## src/rtl/rf_pkg.sv

```systemverilog
// Shared definitions for the multiport register file: default geometry and
// the encoding of the halt-triggered dump state machine.
package rf_pkg;

  localparam int DEF_DATA_W = 16;
  localparam int DEF_ADDR_W = 4;

  typedef enum logic [1:0] {
    ST_IDLE = 2'd0,
    ST_DUMP = 2'd1,
    ST_DONE = 2'd2
  } dump_state_e;

endpackage

```

## src/rtl/rf_read_port.sv

```systemverilog
// One registered read port: zero-register override, write-to-read bypass and
// an output flop that holds its value while the port is not enabled.
module rf_read_port
  import rf_pkg::*;
#(
  parameter int DATA_W  = DEF_DATA_W,
  parameter int ADDR_W  = DEF_ADDR_W,
  parameter int BYPASS  = 1,
  parameter int ZERO_R0 = 1
) (
  input  logic              clk,
  input  logic              rst,
  input  logic              re,
  input  logic [ADDR_W-1:0] addr,
  input  logic [DATA_W-1:0] mem_word,
  input  logic              wr_en,
  input  logic [ADDR_W-1:0] wr_addr,
  input  logic [DATA_W-1:0] wr_data,
  output logic [DATA_W-1:0] rd_data
);

  logic [DATA_W-1:0] rd_data_d;
  logic [DATA_W-1:0] rd_data_q;

  // wr_en already excludes the suppressed register-0 write, so a bypass
  // never forwards data that will not actually be stored.
  always_comb begin
    rd_data_d = rd_data_q;
    if (re) begin
      if ((ZERO_R0 != 0) && (addr == '0)) begin
        rd_data_d = '0;
      end else if ((BYPASS != 0) && wr_en && (wr_addr == addr)) begin
        rd_data_d = wr_data;
      end else begin
        rd_data_d = mem_word;
      end
    end
  end

  always_ff @(posedge clk or posedge rst) begin
    if (rst) begin
      rd_data_q <= '0;
    end else begin
      rd_data_q <= rd_data_d;
    end
  end

  assign rd_data = rd_data_q;

endmodule

```

## src/rtl/rf_multiport.sv

```systemverilog
// Register file with NUM_RD synchronous read ports, one write port and a
// halt-triggered sequential dump of the register contents.
module rf_multiport
  import rf_pkg::*;
#(
  parameter int DATA_W  = DEF_DATA_W,
  parameter int ADDR_W  = DEF_ADDR_W,
  parameter int NUM_RD  = 2,
  parameter int BYPASS  = 1,
  parameter int ZERO_R0 = 1
) (
  input  logic                     clk,
  input  logic                     rst,
  input  logic [NUM_RD-1:0]        re,
  input  logic [NUM_RD*ADDR_W-1:0] rd_addr,
  output logic [NUM_RD*DATA_W-1:0] rd_data,
  input  logic                     we,
  input  logic [ADDR_W-1:0]        wr_addr,
  input  logic [DATA_W-1:0]        wr_data,
  input  logic                     hlt,
  output logic                     dump_vld,
  output logic [ADDR_W-1:0]        dump_addr,
  output logic [DATA_W-1:0]        dump_data,
  output logic                     dump_done
);

  localparam int DEPTH = 2 ** ADDR_W;
  localparam int IDX_W = ADDR_W + 1;
  localparam logic [IDX_W-1:0] IDX_FIRST = (ZERO_R0 != 0) ? IDX_W'(1) : '0;
  localparam logic [IDX_W-1:0] IDX_LAST  = IDX_W'(DEPTH - 1);

  logic [DATA_W-1:0] mem_d [DEPTH];
  logic [DATA_W-1:0] mem_q [DEPTH];
  logic              wr_en;

  assign wr_en = we && !((ZERO_R0 != 0) && (wr_addr == '0));

  always_comb begin
    mem_d = mem_q;
    if (wr_en) begin
      mem_d[wr_addr] = wr_data;
    end
  end

  always_ff @(posedge clk or posedge rst) begin
    if (rst) begin
      for (int i = 0; i < DEPTH; i++) begin
        mem_q[i] <= '0;
      end
    end else begin
      mem_q <= mem_d;
    end
  end

  for (genvar gi = 0; gi < NUM_RD; gi++) begin : g_rd
    logic [ADDR_W-1:0] port_addr;
    assign port_addr = rd_addr[gi*ADDR_W +: ADDR_W];

    rf_read_port #(
      .DATA_W  (DATA_W),
      .ADDR_W  (ADDR_W),
      .BYPASS  (BYPASS),
      .ZERO_R0 (ZERO_R0)
    ) u_port (
      .clk      (clk),
      .rst      (rst),
      .re       (re[gi]),
      .addr     (port_addr),
      .mem_word (mem_q[port_addr]),
      .wr_en    (wr_en),
      .wr_addr  (wr_addr),
      .wr_data  (wr_data),
      .rd_data  (rd_data[gi*DATA_W +: DATA_W])
    );
  end

  dump_state_e       state_q;
  logic [IDX_W-1:0]  idx_q;
  logic              hlt_q;
  logic              dump_vld_q;
  logic              dump_done_q;
  logic [ADDR_W-1:0] dump_addr_q;
  logic [DATA_W-1:0] dump_data_q;

  // Dump reads mem_q directly: a beat shows the value before any write
  // landing on the same edge.
  always_ff @(posedge clk or posedge rst) begin
    if (rst) begin
      state_q     <= ST_IDLE;
      idx_q       <= '0;
      hlt_q       <= 1'b0;
      dump_vld_q  <= 1'b0;
      dump_done_q <= 1'b0;
      dump_addr_q <= '0;
      dump_data_q <= '0;
    end else begin
      hlt_q       <= hlt;
      dump_vld_q  <= 1'b0;
      dump_done_q <= 1'b0;
      case (state_q)
        ST_IDLE: begin
          if (hlt && !hlt_q) begin
            state_q <= ST_DUMP;
            idx_q   <= IDX_FIRST;
          end
        end
        ST_DUMP: begin
          dump_vld_q  <= 1'b1;
          dump_addr_q <= idx_q[ADDR_W-1:0];
          dump_data_q <= mem_q[idx_q[ADDR_W-1:0]];
          idx_q       <= idx_q + IDX_W'(1);
          if (idx_q == IDX_LAST) begin
            state_q <= ST_DONE;
          end
        end
        ST_DONE: begin
          dump_done_q <= 1'b1;
          if (!hlt) begin
            state_q <= ST_IDLE;
          end
        end
        default: state_q <= ST_IDLE;
      endcase
    end
  end

  assign dump_vld  = dump_vld_q;
  assign dump_addr = dump_addr_q;
  assign dump_data = dump_data_q;
  assign dump_done = dump_done_q;

endmodule

```

## config.mk

```make
export PLATFORM = sky130hd
export DESIGN_NAME = rf_multiport
export DESIGN_NICKNAME = d
export VERILOG_FILES = /design/src/rtl/rf_pkg.sv /design/src/rtl/rf_read_port.sv /design/src/rtl/rf_multiport.sv
export SDC_FILE = /design/constraint.sdc
export NUM_CORES = 1
export LEC_CHECK = 0
export CELL_PAD_IN_SITES_DETAIL_PLACEMENT = 1
export CELL_PAD_IN_SITES_GLOBAL_PLACEMENT = 1
export CORE_UTILIZATION = 51
export CTS_CLUSTER_SIZE = 20
export DETAILED_ROUTE_END_ITERATION = 10
export PLACE_DENSITY = 0.82
export SLEW_MARGIN = 0
export SYNTH_ARGS = -nofsm -noshare
export SYNTH_HDL_FRONTEND = slang
export SYNTH_SLANG_ARGS = --single-unit
export TNS_END_PERCENT = 50
```

## constraint.sdc

```tcl
create_clock -name clk -period 14 [get_ports clk]
set_input_delay 2.8 -clock clk [delete_from_list [all_inputs] [get_ports clk]]
set_output_delay 2.8 -clock clk [all_outputs]
set_load 0.02 [all_outputs]
```

==> reports/results.tsv, run 1 <==
metric	value	unit
yosysWarnings	0	
synth-async-reset-ratio	100	%
cts.repair.resized	0	
cts.reportedPaths.clkPinSlew	60	ps
cts_buffer_depth	3	
antenna_cells	0	
drt_iter0_drc	1247	
die_w	193	um
wl_met2	28300	um
preCtsSetupSlack	8190	ps
dieArea	37200	sq um
syn_avg_cell_area	12.9	sq um
drtAntennaViolNets	0	
status	finished, violations left	
io_pins	88	
antenna_found_initial	2	
maxSlewHeadroom	9.09	%
netlist_instances	1442	
wl	60500	um
skew	17.5	ps
finalSetupViolCount	0	
ys_seq_area_share	42.8	%
viasPerCell	6.98	
numCtsBuffers	36	
r2r-end	dump_data[0]$_DFFE_PP0P_	
rows	69	
cts_sinks	318	
finalWorstSetupSlack	8630	ps
synth_nets	1478	
grt_pass1_vias	14300	
period_needed	5370	ps
crit_path_max_fanout	37	
grt_max_degree	135	
drtPass1Iterations	8	
wl_per_cell	31.4	um
htree_levels	2	
yosysMostFrequentCell	dfrtp_1	
violations	DRC	
power_density	179	nW/um^2
synth_edf_count	0	
hold_violations	0	
start_util	52.0	%
min_path_cells	0	
p_total	0.00368	W
synth.distinct_cells	41	
die_h	193	um
synth-seq-cells	318	
worst_pin_slew	1360	ps
leakagePower	8.58	nW
wl_met1	24600	um
holdPathEnd	mem_q[240]$_DFFE_PP0P_	
worst_ep_arrival_time	5800	ps
grt-ovfl-total	0	
finalCritPeriodShare	38.4	%
place.gp.congestion	0.926	
cts_hold_buf	0	
synth_flop_cell	dfrtp_1	
drc	10	
drv_cap	0	
insertion_delay	530	ps
layout-drive-gt1-share	33.6	%
r2r-start	idx_q[0]$_DFFE_PP0P_	
synth_commonest_cells	318 x dfrtp_1, 262 x mux2_2, 171 x mux2i_1	
setup_tns	0	ps
hpwl	38400	um
grt_use_total	33.7	%
cts.root.buffer_cell	clkbuf_16	
ir_drop	0.0758	mV
syn_area	18600	sq um
cts_tree	done	
areaGrowthSynthToFinish	10.6	%
post_cts_buffers	0	
fmax	186	MHz
vias	13400	
synthTopCellsByArea	dfrtp_1 43%, mux2_2 16%, mux4_2 13%	
yosysTopAreaCellShare	42.8	%
synth_top_cell_by_area	dfrtp_1	
maxSlewViolCount	0	
critPathLaunchType	primary input	
final_util	57.5	%
critPathKind	primary input to flip-flop	
top_layer	met5	
rsz0062_at_grt	no	
crit_required	14430	ps
fp.coreArea	35700	sq um
hp-start	mem_q[240]$_DFFE_PP0P_	
rr_worst_depth	6	
hp-class	flip-flop to flip-flop	
wl_met3	5030	um
final_net_count	1478	
io_buffers	87	
grt_pass1_wl	92500	um
crit_path_end_kind	flip-flop	
r2r_setup_slack	11070	ps
[sequential cells by signal, indices dropped and copies added (netlist names)]
| name | flops |
|---|---|
| dump_vld | 1 |
| hlt_q | 1 |
| dump_addr | 4 |
| idx_q | 5 |
| state_q | 2 |
| g_rd.u_port.rd_data | 32 |
| dump_done | 1 |
| dump_data | 16 |
| mem_q | 256 |
[through the flow]
step | cells | cell area [sq um] | hold slack, ps
4_1_cts | 1925 | 20600 | 432
3_3_place_gp | 1865 | 19400 | 404
2_1_floorplan | 1442 | 18600 | 425
6_report | 1925 | 20600 | 432
5_1_grt | 1925 | 20600 | 448
3_5_place_dp | 1865 | 19400 | 416
[cells by family after synthesis]
logic type | count (synthesis) | synth area share [%]
xor gates and xnor gates | 8 | 0.377
DFF | 318 | 42.8
buffers and inverters | 189 | 5.25
and+or+nand+nor | 173 | 4.50
AOI/OAI and AO/OA | 211 | 8.69
muxes | 541 | 38.2
adders and majority gates | 2 | 0.135
[metal layers]
metal  up-vias  global-route usage [%]
li1       5483                       -
met1      7117                    47.1
met2       656                    51.8
met3       184                    6.22
met4         4                    13.4
met5         -                       0
[critical path, cell delays in order]
cell and delay [ps]:
buf_2 80, buf_4 500, nand3b_1 1040, o22ai_1 730, a311oi_1 120, and3_1 250
o32ai_2 230
[cells in the final DEF (no fill, tap or decap), types with 27 or more instances in the layout]
cell,n
and3_1,33
dfrtp_1,315
clkdlybuf4s50_1,81
nor2_1,50
o22ai_1,74
inv_1,36
mux2i_1,171
a311oi_1,30
clkbuf_16,37
nand2_1,50
mux2_2,262
buf_4,27
mux4_2,105
[power by group]
group	total, W	switching [W]	internal, W	leakage [nW]
sequential	0.00141	0.000269	0.00114	3.95
combinational	0.00134	0.000671	0.000667	4.06
clock	0.000933	0.000385	0.000548	0.567
[how the worst max path moves through the flow]
stage	startpoint	to	slack, ps	cells past startpoint
3_3_place_gp	rd_addr[0]	g_rd[0].u_port.rd_data[12]$_DFFE_PP0P_	8300	7
4_1_cts	rd_addr[0]	g_rd[0].u_port.rd_data[13]$_DFFE_PP0P_	8660	7
2_1_floorplan	rst	dump_addr[0]$_DFFE_PP0P_	2400	1
6_report	rd_addr[6]	g_rd[1].u_port.rd_data[4]$_DFFE_PP0P_	8630	7
5_1_grt	rd_addr[0]	g_rd[0].u_port.rd_data[13]$_DFFE_PP0P_	8450	7
3_5_place_dp	rd_addr[0]	g_rd[0].u_port.rd_data[5]$_DFFE_PP0P_	8190	7
[layout make-up]
type,count,area [sq um]
Timing Repair Buffer,113,1050
Multi-Input combinational cell,935,9680
Clock inverter,7,60.1
Sequential cell,318,7970
Tap cell,461,577
Inverter,38,150
Clock buffer,53,1080
Fill cell,3505,15200
(Power assumes the default switching activity.)
==> inputs of run 2 (changes only) <==
Clock period 14 ns to 5.55 ns, I/O delays scaled along.
==> run 2 against run 1 <==
The flow still finishes with violations (DRC); core utilization grew 0.76 points; first-iteration DRC count shrank 0.48%; via count grew 1.3%; final cell count grew 0.94%; sequential share of layout area shrank 0.50 points; count of clock-buffer cells in the layout grew 5; wire length grew 4.1%; non-clock buffer count grew 12; die area is the same; critical path type unchanged; largest cell class unchanged.
==> reports/results.tsv, run 2 (synthesized netlist as in run 1, its figures left out) <==
metric	value	unit
crit_path_cell_trace	clkdlybuf4s50_1 -> buf_4 -> nand3b_1 -> o22ai_1 -> a311oi_1 -> and3_1 -> o32ai_1	
dieArea	37200	sq um
drc	7	
layout-drive-gt1-share	34.6	%
maxSlewHeadroom	11.4	%
grt_pass1_vias	14500	
viasPerCell	7.01	
grt-ovfl-total	0	
placed_area	19600	sq um
worst_pin_slew	1330	ps
finalSetupViolCount	0	
worst_ep_arrival_time	4160	ps
crit_path_end_kind	flip-flop	
cts_sinks	318	
regArea	7970	sq um
layout_common_cells	315 x dfrtp_1, 262 x mux2_2, 171 x mux2i_1, 105 x mux4_2, 81 x clkdlybuf4s50_1	
insertion_delay	550	ps
hpwl	40500	um
finalCritPeriodShare	67.0	%
internal-power	0.00611	W
drt_iter0_drc	1241	
numCtsBuffers	38	
cts.reportedPaths.clkPinSlew	70	ps
cts_hold_buf	0	
die_w	193	um
die_h	193	um
power_density	456	nW/um^2
setup_tns	0	ps
period_needed	3720	ps
place.gp.congestion	0.942	
max_flop_register	mem_q	
leakagePower	8.71	nW
final_net_count	1492	
antenna_found_initial	1	
cts.repair.resized	0	
fill_cells	3505	
rows	69	
largest_reg_flops	256	
io_buffers	87	
slowest_delay	800	ps
final_area	20800	sq um
vias	13600	
wl	63000	um
grt_max_degree	100	
power.share.clock	26.9	%
cp_top_family	buffers and inverters	
hold_violations	0	
antenna_cells	0	
maxSlewViolCount	0	
final_common_cell	dfrtp_1	
io_pins	88	
drtPass1Iterations	10	
comb_power_share	35.2	%
areaGrowthSynthToFinish	12.1	%
drtAntennaViolNets	0	
fp.coreArea	35700	sq um
rsz0062_at_grt	no	
grt_use_total	34.8	%
post_cts_buffers	0	
drv_cap	0	
cts.root.buffer_cell	clkbuf_16	
crit_path_max_fanout	16	
critPathLaunchType	primary input	
p_seq_share	37.8	%
fmax	269	MHz
preCtsSetupSlack	1470	ps
cts_tree	done	
htree_levels	2	
status	finished, violations left	
ir_drop	0.250	mV
finalWorstSetupSlack	1830	ps
cp_slowest_cell	nand3b_1	
grt_pass1_wl	94900	um
cts_buffer_depth	3	
hp-class	flip-flop to flip-flop	
critPathKind	primary input to flip-flop	
skew	20.4	ps
wl_per_cell	32.4	um
power_switching	0.00339	W
swShare	35.7	%
multiInputGateArea	9680	sq um
path_buf_inv	2	
violations	DRC	
p_total	0.00950	W
r2r_setup_slack	2470	ps
start_util	52.0	%
crit_required	5990	ps
[run 2: cell types whose count changed in the layout (fill, tap and decap cells not counted), sizes merged]
cell	previous run	this run
buf	32	44
clkbuf	53	58
clkinv	7	8
clkinvlp	0	1
inv	37	36
[run 2: worst paths after layout]
kind | start | end | depth (start not counted)
max | rd_addr[3] | g_rd[0].u_port.rd_data[10]$_DFFE_PP0P_ | 7
min | mem_q[240]$_DFFE_PP0P_ | mem_q[240]$_DFFE_PP0P_ | 0
max reg2reg | state_q[0]$_DFFE_PP0P_ | dump_data[0]$_DFFE_PP0P_ | 5
min reg2reg | mem_q[240]$_DFFE_PP0P_ | mem_q[240]$_DFFE_PP0P_ | 0
max in group asynchronous | rst | mem_q[143]$_DFFE_PP0P_ | 3
min in group asynchronous | rst | mem_q[50]$_DFFE_PP0P_ | 2
[run 2: per-layer routing]
| layer | GRT usage [%] | vias to the layer above | routed length [um] |
|---|---|---|---|
| met1 | 46.9 | 7220 | 25000 |
| li1 | - | 5514 | - |
| met5 | 1.65 | - | 68 |
| met2 | 54.2 | 689 | 29300 |
| met4 | 15.1 | 4 | 3000 |
| met3 | 7.36 | 198 | 5560 |
[run 2: worst reg2reg max path: stages, from the launching register on]
cell,delay [ps]
dfrtp_1,450
nand2b_2,600
clkinv_1,450
nand2_1,970
nor2_1,210
a211o_1,280
[run 2: power by group through the flow]
stage	Clock (W)	Sequential, W	Combinational (W)
floorplan	0	0.00338	0.00231
global placement	0	0.00354	0.00317
detailed placement	0	0.00360	0.00326
CTS	0.00258	0.00358	0.00331
global route	0.00266	0.00367	0.00353
finish	0.00256	0.00360	0.00335
[run 2: cell type report]
type	instances	share of cell area (%)
flip-flops and latches	318	38.2
multi-input cells	935	46.5
well taps	461	2.77
clock buffers	58	5.81
clock inverters	8	0.312
inverters	38	0.703
repair buffers	125	5.67
[run 2: per-stage QoR]
step	hold WS, ps	util (%)	instances
2_1_floorplan	425	-	1442
3_3_place_gp	407	54.7	1877
3_5_place_dp	411	54.7	1877
4_1_cts	429	58.3	1943
5_1_grt	441	58.3	1943
6_report	427	58.3	1943
